$ cat config.mk
export PLATFORM = sky130hd
export DESIGN_NAME = mc_ctrl_fsm_flat
export DESIGN_NICKNAME = d
export VERILOG_FILES = /design/src/rtl/mc_ctrl_fsm_if.sv /design/src/rtl/mc_ctrl_fsm.sv /design/src/flat_wrapper.sv
export SDC_FILE = /design/constraint.sdc
export NUM_CORES = 1
export LEC_CHECK = 0
export ABC_CLOCK_PERIOD_IN_PS = 2700
export BUFFER_PORTS_ARGS = -buffer_cell sky130_fd_sc_hd__clkbuf_2
export CORE_MARGIN = 4
export CORE_UTILIZATION = 40
export CTS_BUF_LIST = sky130_fd_sc_hd__clkbuf_8
export DETAILED_ROUTE_END_ITERATION = 8
export GPL_ROUTABILITY_DRIVEN = 0
export SETUP_SLACK_MARGIN = 0.1
export SLEW_MARGIN = 20
export SYNTH_ARGS = -nofsm -noshare
export SYNTH_HDL_FRONTEND = slang
export SYNTH_SLANG_ARGS = --single-unit
$ cat constraint.sdc
create_clock -name clk -period 2.7 [get_ports clk]
set_input_delay 0.81 -clock clk [delete_from_list [all_inputs] [get_ports clk]]
set_output_delay 0.81 -clock clk [all_outputs]
set_load 0.02 [all_outputs]
$ cat src/rtl/mc_ctrl_fsm_if.sv
`default_nettype none
// ============================================================================
// Module   : mc_ctrl_fsm_if
// Brief    : Decode/flag inputs and datapath control outputs of the
//            multi-cycle RV32I main control FSM.
// Revision : 1.0 - initial release
// ============================================================================
interface mc_ctrl_fsm_if #(
    parameter int ALUCTRL_W = 4
);
    logic [6:0]           opcode;
    logic [2:0]           funct3;
    logic                 funct7_5;
    logic                 zero_flag;
    logic                 lt_flag;
    logic                 ltu_flag;
    logic                 mem_rdy;
    logic                 mem_req;
    logic                 pc_write;
    logic                 ir_write;
    logic                 reg_write;
    logic                 mem_write;
    logic                 adr_src;
    logic [1:0]           alu_src_a;
    logic [1:0]           alu_src_b;
    logic [1:0]           result_src;
    logic [2:0]           imm_src;
    logic [ALUCTRL_W-1:0] alu_ctrl;
    logic                 halted;

    // Controller side
    modport master (
        input  opcode, funct3, funct7_5, zero_flag, lt_flag, ltu_flag, mem_rdy,
        output mem_req, pc_write, ir_write, reg_write, mem_write, adr_src,
               alu_src_a, alu_src_b, result_src, imm_src, alu_ctrl, halted
    );

    // Datapath / memory side
    modport slave (
        output opcode, funct3, funct7_5, zero_flag, lt_flag, ltu_flag, mem_rdy,
        input  mem_req, pc_write, ir_write, reg_write, mem_write, adr_src,
               alu_src_a, alu_src_b, result_src, imm_src, alu_ctrl, halted
    );
endinterface
`default_nettype wire

$ cat src/rtl/mc_ctrl_fsm.sv
`default_nettype none
// ============================================================================
// Module   : mc_ctrl_fsm
// Brief    : Main control FSM of the multi-cycle RV32I core with variable
//            latency memory handshake and memory timeout.
//            Option macro MC_CTRL_TRAP_EN: unknown opcodes halt the core.
// Revision : 1.0 - initial release
// ============================================================================
module mc_ctrl_fsm #(
    parameter int MEM_HANDSHAKE = 1,
    parameter int MEM_TIMEOUT   = 255,
    parameter int ALUCTRL_W     = 4
) (
    input  logic              clk,
    input  logic              rstn,
    mc_ctrl_fsm_if.master     bus
);
    localparam logic [4:0] c_ST_RST    = 5'd0;
    localparam logic [4:0] c_ST_FETCH  = 5'd1;
    localparam logic [4:0] c_ST_DECODE = 5'd2;
    localparam logic [4:0] c_ST_MEMADR = 5'd3;
    localparam logic [4:0] c_ST_MEMRD  = 5'd4;
    localparam logic [4:0] c_ST_MEMWB  = 5'd5;
    localparam logic [4:0] c_ST_MEMWR  = 5'd6;
    localparam logic [4:0] c_ST_EXR    = 5'd7;
    localparam logic [4:0] c_ST_EXI    = 5'd8;
    localparam logic [4:0] c_ST_ALUWB  = 5'd9;
    localparam logic [4:0] c_ST_BR     = 5'd10;
    localparam logic [4:0] c_ST_JAL    = 5'd11;
    localparam logic [4:0] c_ST_JALR   = 5'd12;
    localparam logic [4:0] c_ST_JALR2  = 5'd13;
    localparam logic [4:0] c_ST_LUI    = 5'd14;
    localparam logic [4:0] c_ST_AUIPC  = 5'd15;
    localparam logic [4:0] c_ST_HALT   = 5'd16;

    localparam logic [6:0] c_OP_LOAD  = 7'b0000011;
    localparam logic [6:0] c_OP_STORE = 7'b0100011;
    localparam logic [6:0] c_OP_R     = 7'b0110011;
    localparam logic [6:0] c_OP_I     = 7'b0010011;
    localparam logic [6:0] c_OP_BR    = 7'b1100011;
    localparam logic [6:0] c_OP_JAL   = 7'b1101111;
    localparam logic [6:0] c_OP_JALR  = 7'b1100111;
    localparam logic [6:0] c_OP_LUI   = 7'b0110111;
    localparam logic [6:0] c_OP_AUIPC = 7'b0010111;

    localparam logic [1:0] c_SA_PC   = 2'b00;
    localparam logic [1:0] c_SA_OLD  = 2'b01;
    localparam logic [1:0] c_SA_A    = 2'b10;
    localparam logic [1:0] c_SA_ZERO = 2'b11;
    localparam logic [1:0] c_SB_RD2  = 2'b00;
    localparam logic [1:0] c_SB_IMM  = 2'b01;
    localparam logic [1:0] c_SB_FOUR = 2'b10;
    localparam logic [1:0] c_RS_ALUOUT = 2'b00;
    localparam logic [1:0] c_RS_DATA   = 2'b01;
    localparam logic [1:0] c_RS_ALURES = 2'b10;
    localparam logic [2:0] c_IMM_I = 3'b000;
    localparam logic [2:0] c_IMM_S = 3'b001;
    localparam logic [2:0] c_IMM_B = 3'b010;
    localparam logic [2:0] c_IMM_U = 3'b100;

    localparam logic [ALUCTRL_W-1:0] c_ALU_ADD  = ALUCTRL_W'(0);
    localparam logic [ALUCTRL_W-1:0] c_ALU_SUB  = ALUCTRL_W'(1);
    localparam logic [ALUCTRL_W-1:0] c_ALU_AND  = ALUCTRL_W'(2);
    localparam logic [ALUCTRL_W-1:0] c_ALU_OR   = ALUCTRL_W'(3);
    localparam logic [ALUCTRL_W-1:0] c_ALU_XOR  = ALUCTRL_W'(4);
    localparam logic [ALUCTRL_W-1:0] c_ALU_SLT  = ALUCTRL_W'(5);
    localparam logic [ALUCTRL_W-1:0] c_ALU_SLTU = ALUCTRL_W'(6);
    localparam logic [ALUCTRL_W-1:0] c_ALU_SLL  = ALUCTRL_W'(7);
    localparam logic [ALUCTRL_W-1:0] c_ALU_SRL  = ALUCTRL_W'(8);
    localparam logic [ALUCTRL_W-1:0] c_ALU_SRA  = ALUCTRL_W'(9);

    // Counter only needs to hold 0..MEM_TIMEOUT-1 (wait cycles before the last chance)
    localparam int              c_CW       = (MEM_TIMEOUT < 2) ? 1 : $clog2(MEM_TIMEOUT);
    localparam logic [c_CW-1:0] c_TMO_LAST = c_CW'((MEM_TIMEOUT == 0) ? 0 : MEM_TIMEOUT - 1);

    logic [4:0]           r_state;
    logic [4:0]           w_next;
    logic [c_CW-1:0]      r_cnt;
    logic                 w_rdy;
    logic                 w_mem_st;
    logic                 w_tmo;
    logic                 w_taken;
    logic                 w_mem_req, w_pc_write, w_ir_write, w_reg_write, w_mem_write, w_adr_src;
    logic [1:0]           w_alu_src_a, w_alu_src_b, w_result_src;
    logic [2:0]           w_imm_src;
    logic [ALUCTRL_W-1:0] w_alu_ctrl;

    function automatic logic [ALUCTRL_W-1:0] f_alu_op(input logic [2:0] f3, input logic alt);
        case (f3)
            3'b000:  f_alu_op = alt ? c_ALU_SUB : c_ALU_ADD;
            3'b001:  f_alu_op = c_ALU_SLL;
            3'b010:  f_alu_op = c_ALU_SLT;
            3'b011:  f_alu_op = c_ALU_SLTU;
            3'b100:  f_alu_op = c_ALU_XOR;
            3'b101:  f_alu_op = alt ? c_ALU_SRA : c_ALU_SRL;
            3'b110:  f_alu_op = c_ALU_OR;
            default: f_alu_op = c_ALU_AND;
        endcase
    endfunction

    assign w_rdy    = (MEM_HANDSHAKE == 0) ? 1'b1 : bus.mem_rdy;
    assign w_mem_st = (r_state == c_ST_FETCH) || (r_state == c_ST_MEMRD) || (r_state == c_ST_MEMWR);
    // A ready in the last allowed cycle still completes the access
    assign w_tmo    = (MEM_TIMEOUT != 0) && w_mem_st && !w_rdy && (r_cnt == c_TMO_LAST);

    always_comb begin
        case (bus.funct3)
            3'b000:  w_taken =  bus.zero_flag;
            3'b001:  w_taken = !bus.zero_flag;
            3'b100:  w_taken =  bus.lt_flag;
            3'b101:  w_taken = !bus.lt_flag;
            3'b110:  w_taken =  bus.ltu_flag;
            3'b111:  w_taken = !bus.ltu_flag;
            default: w_taken = 1'b0;
        endcase
    end

    always_comb begin
        w_next = r_state;
        case (r_state)
            c_ST_RST:    w_next = c_ST_FETCH;
            c_ST_FETCH:  if (w_rdy) w_next = c_ST_DECODE;
            c_ST_DECODE: begin
                case (bus.opcode)
                    c_OP_LOAD, c_OP_STORE: w_next = c_ST_MEMADR;
                    c_OP_R:     w_next = c_ST_EXR;
                    c_OP_I:     w_next = c_ST_EXI;
                    c_OP_BR:    w_next = c_ST_BR;
                    c_OP_JAL:   w_next = c_ST_JAL;
                    c_OP_JALR:  w_next = c_ST_JALR;
                    c_OP_LUI:   w_next = c_ST_LUI;
                    c_OP_AUIPC: w_next = c_ST_AUIPC;
`ifdef MC_CTRL_TRAP_EN
                    default:    w_next = c_ST_HALT;
`else
                    default:    w_next = c_ST_FETCH;
`endif
                endcase
            end
            c_ST_MEMADR: w_next = (bus.opcode == c_OP_STORE) ? c_ST_MEMWR : c_ST_MEMRD;
            c_ST_MEMRD:  if (w_rdy) w_next = c_ST_MEMWB;
            c_ST_MEMWB:  w_next = c_ST_FETCH;
            c_ST_MEMWR:  if (w_rdy) w_next = c_ST_FETCH;
            c_ST_EXR, c_ST_EXI, c_ST_JAL, c_ST_JALR2, c_ST_LUI, c_ST_AUIPC:
                         w_next = c_ST_ALUWB;
            c_ST_ALUWB:  w_next = c_ST_FETCH;
            c_ST_BR:     w_next = c_ST_FETCH;
            c_ST_JALR:   w_next = c_ST_JALR2;
            c_ST_HALT:   w_next = c_ST_HALT;
            default:     w_next = c_ST_RST;
        endcase
        if (w_tmo) w_next = c_ST_HALT;
    end

    always_ff @(posedge clk or negedge rstn) begin
        if (!rstn) begin
            r_state <= c_ST_RST;
            r_cnt   <= '0;
        end else begin
            r_state <= w_next;
            // Leaving a memory state clears the count, so every access starts at zero
            if ((MEM_TIMEOUT != 0) && w_mem_st && !w_rdy && !w_tmo)
                r_cnt <= r_cnt + c_CW'(1);
            else
                r_cnt <= '0;
        end
    end

    always_comb begin
        w_mem_req    = 1'b0;
        w_pc_write   = 1'b0;
        w_ir_write   = 1'b0;
        w_reg_write  = 1'b0;
        w_mem_write  = 1'b0;
        w_adr_src    = 1'b0;
        w_alu_src_a  = c_SA_PC;
        w_alu_src_b  = c_SB_RD2;
        w_result_src = c_RS_ALUOUT;
        w_imm_src    = c_IMM_I;
        w_alu_ctrl   = c_ALU_ADD;
        case (r_state)
            c_ST_FETCH: begin
                w_mem_req    = 1'b1;
                w_alu_src_b  = c_SB_FOUR;
                w_result_src = c_RS_ALURES;
                w_pc_write   = w_rdy;
                w_ir_write   = w_rdy;
            end
            c_ST_DECODE: begin
                w_alu_src_a = c_SA_OLD;
                w_alu_src_b = c_SB_IMM;
                w_imm_src   = c_IMM_B;
            end
            c_ST_MEMADR: begin
                w_alu_src_a = c_SA_A;
                w_alu_src_b = c_SB_IMM;
                w_imm_src   = (bus.opcode == c_OP_STORE) ? c_IMM_S : c_IMM_I;
            end
            c_ST_MEMRD: begin
                w_mem_req = 1'b1;
                w_adr_src = 1'b1;
            end
            c_ST_MEMWB: begin
                w_result_src = c_RS_DATA;
                w_reg_write  = 1'b1;
            end
            c_ST_MEMWR: begin
                w_mem_req   = 1'b1;
                w_adr_src   = 1'b1;
                w_mem_write = w_rdy;
            end
            c_ST_EXR: begin
                w_alu_src_a = c_SA_A;
                w_alu_ctrl  = f_alu_op(bus.funct3, bus.funct7_5);
            end
            c_ST_EXI: begin
                w_alu_src_a = c_SA_A;
                w_alu_src_b = c_SB_IMM;
                w_alu_ctrl  = f_alu_op(bus.funct3, bus.funct7_5 && (bus.funct3 == 3'b101));
            end
            c_ST_ALUWB: w_reg_write = 1'b1;
            c_ST_BR: begin
                w_alu_src_a = c_SA_A;
                w_alu_ctrl  = c_ALU_SUB;
                w_pc_write  = w_taken;
            end
            c_ST_JAL, c_ST_JALR2: begin
                w_alu_src_a = c_SA_OLD;
                w_alu_src_b = c_SB_FOUR;
                w_pc_write  = 1'b1;
            end
            c_ST_JALR: begin
                w_alu_src_a = c_SA_A;
                w_alu_src_b = c_SB_IMM;
            end
            c_ST_LUI: begin
                w_alu_src_a = c_SA_ZERO;
                w_alu_src_b = c_SB_IMM;
                w_imm_src   = c_IMM_U;
            end
            c_ST_AUIPC: begin
                w_alu_src_a = c_SA_OLD;
                w_alu_src_b = c_SB_IMM;
                w_imm_src   = c_IMM_U;
            end
            default: ;
        endcase
    end

    assign bus.mem_req    = w_mem_req;
    assign bus.pc_write   = w_pc_write;
    assign bus.ir_write   = w_ir_write;
    assign bus.reg_write  = w_reg_write;
    assign bus.mem_write  = w_mem_write;
    assign bus.adr_src    = w_adr_src;
    assign bus.alu_src_a  = w_alu_src_a;
    assign bus.alu_src_b  = w_alu_src_b;
    assign bus.result_src = w_result_src;
    assign bus.imm_src    = w_imm_src;
    assign bus.alu_ctrl   = w_alu_ctrl;
    assign bus.halted     = (r_state == c_ST_HALT);
endmodule
`default_nettype wire

$ cat src/flat_wrapper.sv
// flat-port wrapper written by rule: the top's interface ports become plain ports
module mc_ctrl_fsm_flat 
#(
    parameter int MEM_HANDSHAKE = 1,
    parameter int MEM_TIMEOUT   = 255,
    parameter int ALUCTRL_W     = 4
)
  (clk, rstn, bus_opcode, bus_funct3, bus_funct7_5, bus_zero_flag, bus_lt_flag, bus_ltu_flag, bus_mem_rdy, bus_mem_req, bus_pc_write, bus_ir_write, bus_reg_write, bus_mem_write, bus_adr_src, bus_alu_src_a, bus_alu_src_b, bus_result_src, bus_imm_src, bus_alu_ctrl, bus_halted);
  mc_ctrl_fsm_if #(.ALUCTRL_W(ALUCTRL_W)) bus_i ();
  input  logic clk;
  input  logic rstn;
  input wire logic [$bits(bus_i.opcode)-1:0] bus_opcode;
  input wire logic [$bits(bus_i.funct3)-1:0] bus_funct3;
  input wire logic [$bits(bus_i.funct7_5)-1:0] bus_funct7_5;
  input wire logic [$bits(bus_i.zero_flag)-1:0] bus_zero_flag;
  input wire logic [$bits(bus_i.lt_flag)-1:0] bus_lt_flag;
  input wire logic [$bits(bus_i.ltu_flag)-1:0] bus_ltu_flag;
  input wire logic [$bits(bus_i.mem_rdy)-1:0] bus_mem_rdy;
  output wire logic [$bits(bus_i.mem_req)-1:0] bus_mem_req;
  output wire logic [$bits(bus_i.pc_write)-1:0] bus_pc_write;
  output wire logic [$bits(bus_i.ir_write)-1:0] bus_ir_write;
  output wire logic [$bits(bus_i.reg_write)-1:0] bus_reg_write;
  output wire logic [$bits(bus_i.mem_write)-1:0] bus_mem_write;
  output wire logic [$bits(bus_i.adr_src)-1:0] bus_adr_src;
  output wire logic [$bits(bus_i.alu_src_a)-1:0] bus_alu_src_a;
  output wire logic [$bits(bus_i.alu_src_b)-1:0] bus_alu_src_b;
  output wire logic [$bits(bus_i.result_src)-1:0] bus_result_src;
  output wire logic [$bits(bus_i.imm_src)-1:0] bus_imm_src;
  output wire logic [$bits(bus_i.alu_ctrl)-1:0] bus_alu_ctrl;
  output wire logic [$bits(bus_i.halted)-1:0] bus_halted;
  assign bus_i.opcode = bus_opcode;
  assign bus_i.funct3 = bus_funct3;
  assign bus_i.funct7_5 = bus_funct7_5;
  assign bus_i.zero_flag = bus_zero_flag;
  assign bus_i.lt_flag = bus_lt_flag;
  assign bus_i.ltu_flag = bus_ltu_flag;
  assign bus_i.mem_rdy = bus_mem_rdy;
  assign bus_mem_req = bus_i.mem_req;
  assign bus_pc_write = bus_i.pc_write;
  assign bus_ir_write = bus_i.ir_write;
  assign bus_reg_write = bus_i.reg_write;
  assign bus_mem_write = bus_i.mem_write;
  assign bus_adr_src = bus_i.adr_src;
  assign bus_alu_src_a = bus_i.alu_src_a;
  assign bus_alu_src_b = bus_i.alu_src_b;
  assign bus_result_src = bus_i.result_src;
  assign bus_imm_src = bus_i.imm_src;
  assign bus_alu_ctrl = bus_i.alu_ctrl;
  assign bus_halted = bus_i.halted;
  mc_ctrl_fsm #(.MEM_HANDSHAKE(MEM_HANDSHAKE), .MEM_TIMEOUT(MEM_TIMEOUT), .ALUCTRL_W(ALUCTRL_W)) u_core (.clk(clk), .rstn(rstn), .bus(bus_i));
endmodule
# Word level (Yosys, flattened, before mapping)
# Cells that the tools add are included.
[totals]
regBits = 13
latchBits = 0
in_bits = 17
out_inout_bits = 20
elab_cells = 92
memories = 0
romBits = 0
mem_bits_rw = 0
[op_classes]
eq_ne = 36
mul = 0
shift = 0
reduce_logical = 26
n_div = 0
order_cmp = 0
add_sub_neg = 1
n_mux = 27
bitwise = 0
[op_table]
columns = ["cell", "count"]
rows = [
  ["one-hot mux 4 bit (7 select lines)", 2],
  ["one-hot mux 5 bit (9 select lines)", 1],
  ["equality test 5 x 4 -> 1 bit (second input constant)", 8],
  ["one-hot mux 4 bit (8 select lines)", 1],
  ["equality test 7 x 6 -> 1 bit (second input constant)", 3],
  ["equality test 7 bit (second input constant)", 3],
  ["equality test 5 x 3 -> 1 bit (second input constant)", 4],
  ["2-to-1 mux 5 bit", 4],
  ["equality test 7 x 5 -> 1 bit (second input constant)", 2],
  ["equality test 3 bit (second input constant)", 4],
  ["one-hot mux 4 bit (3 select lines)", 1],
  ["OR reduction 6 bit", 2],
  ["equality test 5 x 2 -> 1 bit (second input constant)", 2],
  ["2-to-1 mux 1 bit", 10],
  ["OR reduction 2 bit", 5],
  ["inequality test 3 x 2 -> 1 bit (second input constant)", 3],
  ["one-hot mux 3 bit (3 select lines)", 1],
  ["adder 8 x 1 -> 8 bit (second input constant)", 1],
  ["equality test 8 bit (second input constant)", 1],
  ["2-to-1 mux 8 bit", 1],
  ["one-hot mux 2 bit (2 select lines)", 2],
  ["OR reduction 4 bit", 2],
  ["equality test 7 x 2 -> 1 bit (second input constant)", 1],
  ["equality test 3 x 2 -> 1 bit (second input constant)", 2],
  ["15 further kinds", 24],
]

# Logic depth before layout (Yosys ltp)
[logic_depth]
word_depth = 8
mapped_depth = 7
mapped_depth_nobuf = 6

# Worst setup path before layout
# No wires, ideal clock.
[synth_path]
path_kind = "input port to output port"
startpoint = "input port bus_opcode[1]"
endpoint = "output port bus_imm_src[0]"
cell_stages = 3
arrival_ns = 1.984
setup_slack_ns = -0.094
n_path_buf = 0
t_required_ns = 1.890
cell_sequence = "nand2_1 > or4b_4 > nor4_1"
[synth_between]
elab_chain_len = 3
[synth_rtl]
columns = ["item", "line", "text"]
rows = [
  ["start, declared", "flat_wrapper.sv:12", "input wire logic [$bits(bus_i.opcode)-1:0] bus_opcode;"],
  ["equality test 7 x 6 -> 1 bit", "mc_ctrl_fsm.sv:197", "w_imm_src = (bus.opcode == c_OP_STORE) ? c_IMM_S : c_IMM_I;"],
  ["2-to-1 mux 1 bit", "mc_ctrl_fsm.sv:197", ""],
  ["one-hot mux 3 bit (3 select lines)", "mc_ctrl_fsm.sv:181", "case (r_state)"],
  ["end, declared", "flat_wrapper.sv:28", "output wire logic [$bits(bus_i.imm_src)-1:0] bus_imm_src;"],
]
# No other way between the ends.

# Final worst setup path
[layout_path]
startpoint = "register u_core.r_state[3]"
endpoint = "output port bus_imm_src[0]"
[layout_between]
elab_chain_len = 3
word_cells_on_any_way = 6
cone_classes = "eq/ne: 4; mux: 1; reduce/logical: 1"
[layout_rtl]
columns = ["item", "line", "text"]
rows = [
  ["start, declared", "mc_ctrl_fsm.sv:76", "logic [4:0] r_state;"],
  ["start signal, assigned", "mc_ctrl_fsm.sv:157", "r_state <= c_ST_RST;"],
  ["start signal, assigned", "mc_ctrl_fsm.sv:160", "r_state <= w_next;"],
  ["equality test 5 x 4 -> 1 bit", "mc_ctrl_fsm.sv:181", ""],
  ["OR reduction 2 bit (no source line)", "-", ""],
  ["one-hot mux 3 bit (3 select lines) (*)", "mc_ctrl_fsm.sv:181", ""],
]
# Mark *: on every way between the ends. The rest lies on a longest branch, timed or not.

==> metrics <==
Worst path depth=4; largest net degree at the start of global routing=23; Leak=0.7730 nW; Fin Clk Skew=0.9351 ps; first drt pass iteration count=4; slowest stage delay, CP=550 ps; CTS root buf=clkbuf_8; Slew Viols, Final=0; power per cell area=837.8 mW/mm^2; Setup Crit Path Kind=flip-flop to output pin; Final ANT Viol Nets=0; Hold Fails Final Rpt=0; synth top area cells=dfrtp_1 27%, nor2_1 10%, nor3_1 6.2%; Yosys top cell area share=26.67%; Tmin final=2690 ps; Area Growth Syn to Fin=30.87%; layout cells sized above 1=30.84%; Worst setup startpoint=u_core.r_state[3]; DIE WIDTH=63.23 um; Unique masters post-synth=40; critical path data required time=1890 ps; Ys Warns=0; Buffers on Ports=36; cell accounting for the most synthesized area=dfrtp_1; Cell Area, Synth=0.001220 mm^2; CP max stage cell=or4b_4; crit path buf inv count=1; first-pass GRT wire length=5361 um; unrepaired setup endpoints after global routing=yes; routed via count=1,345; Worst Setup Start Kind=flip-flop; buffer depth of the longest clock path=2; end point of the critical path=bus_imm_src[0]; DRC violations left=0; cell breakdown of the critical path=or3b_4, or4b_4, nor4_2, buf_4; FF+latch area=325.3 um^2; Die Height=63.23 um; relative slew slack=75.98%; Layout fillers=287; row count=19; CTS buffer count=3; Final Cycle Share=99.63%; outcome=finished clean; worst skew pair latency=240 ps; worst min path class=input pin to async pin; CP top delay family=simple AND/OR/NAND/NOR gates; CTS tree=built; vias per inst=5.490; CTS sink cnt=13; Placed Area=0.001486 mm^2; IR drop worst, VDD=0.3782 mV; Die Area=0.003997 mm^2; CP arrival=1880 ps; Peak Freq=0.3718 GHz; Post-CTS Hold Buffers=0; Pwr Total=1.338 mW; I/O pin total=37; Mapped Cells=172; Total Routing Usage GR=16.33%; n_diodes=0; crit path capture type=output pin; FF+latch count, synth=13; post-route cell area=0.001597 mm^2; layout net count=234; vias in the first global route=1,183; clock-pin slew on the worst setup and hold paths=50 ps; overall routed net length=3320 um; Core ar.=0.002829 mm^2; Final setup viols=0; drt initial violations=98; HPWL Detailed=2521 um; grt ovf=0; Synthesized Nets=191; DR WL/cell=13.55 um; H-tree depth=1; max_cap viols=0; Worst R2R End=u_core.r_state[2]; multi-input combinational cell area=872.1 um^2; initial antenna violation count=0; syn_area_per_cell=7.093 um^2; FF-to-FF setup slack=820 ps; R2R cell count=6; Critical R2R Launch=u_core.r_state[1]; Slew @ Worst Pin=355.3 ps; post-synthesis sequential area ratio=26.67%; crit-path max FO=2; Initial Utilization=43.12%
==> synth_stat cells (all sizes together) <==
library cell and n:
a21o 1, a21oi 4, a221o 1, a221oi 1
a22o 1, a31oi 3, a32oi 1, and3 2
and4 2, buf 4, clkbuf 8, dfrtp 13
ha 2, inv 5, maj3 1, mux2i 4
nand2 18, nand2b 6, nand3 6, nand3b 1
nand4 1, nor2 33, nor3 16, nor3b 2
nor4 2, nor4b 1, o21a 1, o21ai 8
o221ai 1, o22ai 3, o2bb2ai 2, o32ai 1
or2 2, or3 1, or3b 2, or4b 1
xnor2 3, xor2 8
==> per-stage QoR <==
step / setup WS [ps] / hold slack (ps) / util (%) / std cells / setup TNS (ps)
4_1_cts: -28.60 / 458.6 / 54.49 / 242 / -28.60
3_3_place_gp: 95.80 / 525.7 / 52.54 / 238 / 0
2_1_floorplan: 114.5 / 493.3 / - / 172 / 0
6_report: 10.04 / 451.3 / 56.44 / 245 / 0
5_1_grt: -30.46 / 469.2 / 56.44 / 245 / -30.46
3_5_place_dp: 77.02 / 525.5 / 52.54 / 238 / 0
==> layer usage <==
layer / GRT usage (%) / part of all wire, %
met1: 20.53 / 45
met2: 28.19 / 50
met3: 2.664 / 3.7
met4: 5.660 / 1.1
met5: 0 / 0
==> report_power, final <==
group	leakage (nW)	switching, mW	internal, mW
sequential	0.176	0.0494	0.230
combinational	0.570	0.551	0.342
clock	0.0269	0.0646	0.100
==> how the worst min path moves through the flow <==
stage / startpoint / endpoint / slack (ps) / depth (start not counted)
final: rstn / u_core.r_cnt[1] / 450 / 1
after global routing: rstn / u_core.r_cnt[2] / 470 / 1
after CTS: rstn / u_core.r_cnt[1] / 460 / 1
after detailed placement: u_core.r_cnt[5] / u_core.r_cnt[5] / 530 / 2
after global placement: u_core.r_cnt[0] / u_core.r_cnt[0] / 530 / 1
after floorplan: u_core.r_cnt[0] / u_core.r_cnt[0] / 490 / 1
==> logic make-up after synthesis <==
logic type | after synthesis | share of synthesized area (%)
flip-flops | 13 | 26.67
AND/OR/NAND/NOR | 96 | 38.87
adder cells (fa/ha/maj) | 3 | 2.871
AO/OA/AOI/OAI | 28 | 15.08
buffers and inverters | 17 | 5.333
XOR/XNOR | 11 | 7.898
multiplexers | 4 | 3.282
==> flip-flops by register name, summed over array words and instances, names as in the netlist <==
name            cells
u_core.r_cnt        8
u_core.r_state      5
==> area by class of cell <==
cell class | count | share of cell area (%)
Sequential cell | 13 | 20.38
Timing Repair Buffer | 50 | 18.57
Clock buffer | 3 | 2.586
Clock inverter | 1 | 0.2351
Inverter | 5 | 1.176
Multi-Input combinational cell | 142 | 54.62
Tap cell | 31 | 2.429
==> worst register-to-register path: stages (launching register included) <==
cell	delay [ps]
dfrtp_1	370
buf_4	190
nor2_2	160
mux2i_1	130
nor3_1	200
or3b_1	520
o221ai_1	230
==> cell usage in the layout (no fill, tap or decap), types with 5 or more instances in the layout <==
master / n
clkbuf_2: 32
nor2_1: 31
nand2_1: 18
buf_4: 16
dfrtp_1: 13
nor3_1: 11
xor2_1: 8
o21ai_0: 8
nand2b_1: 6
inv_1: 6
nand3_1: 6
nor3_2: 5
==> repair_timing <==
item | 4_1_cts | 5_1_grt
gates resized for setup | 4 | 13
pin swaps | 0 | 2
endpoints found under the setup margin | 2 | 6
buffers inserted | 0 | 3
Note: power is estimated with default switching activity, not from simulation.
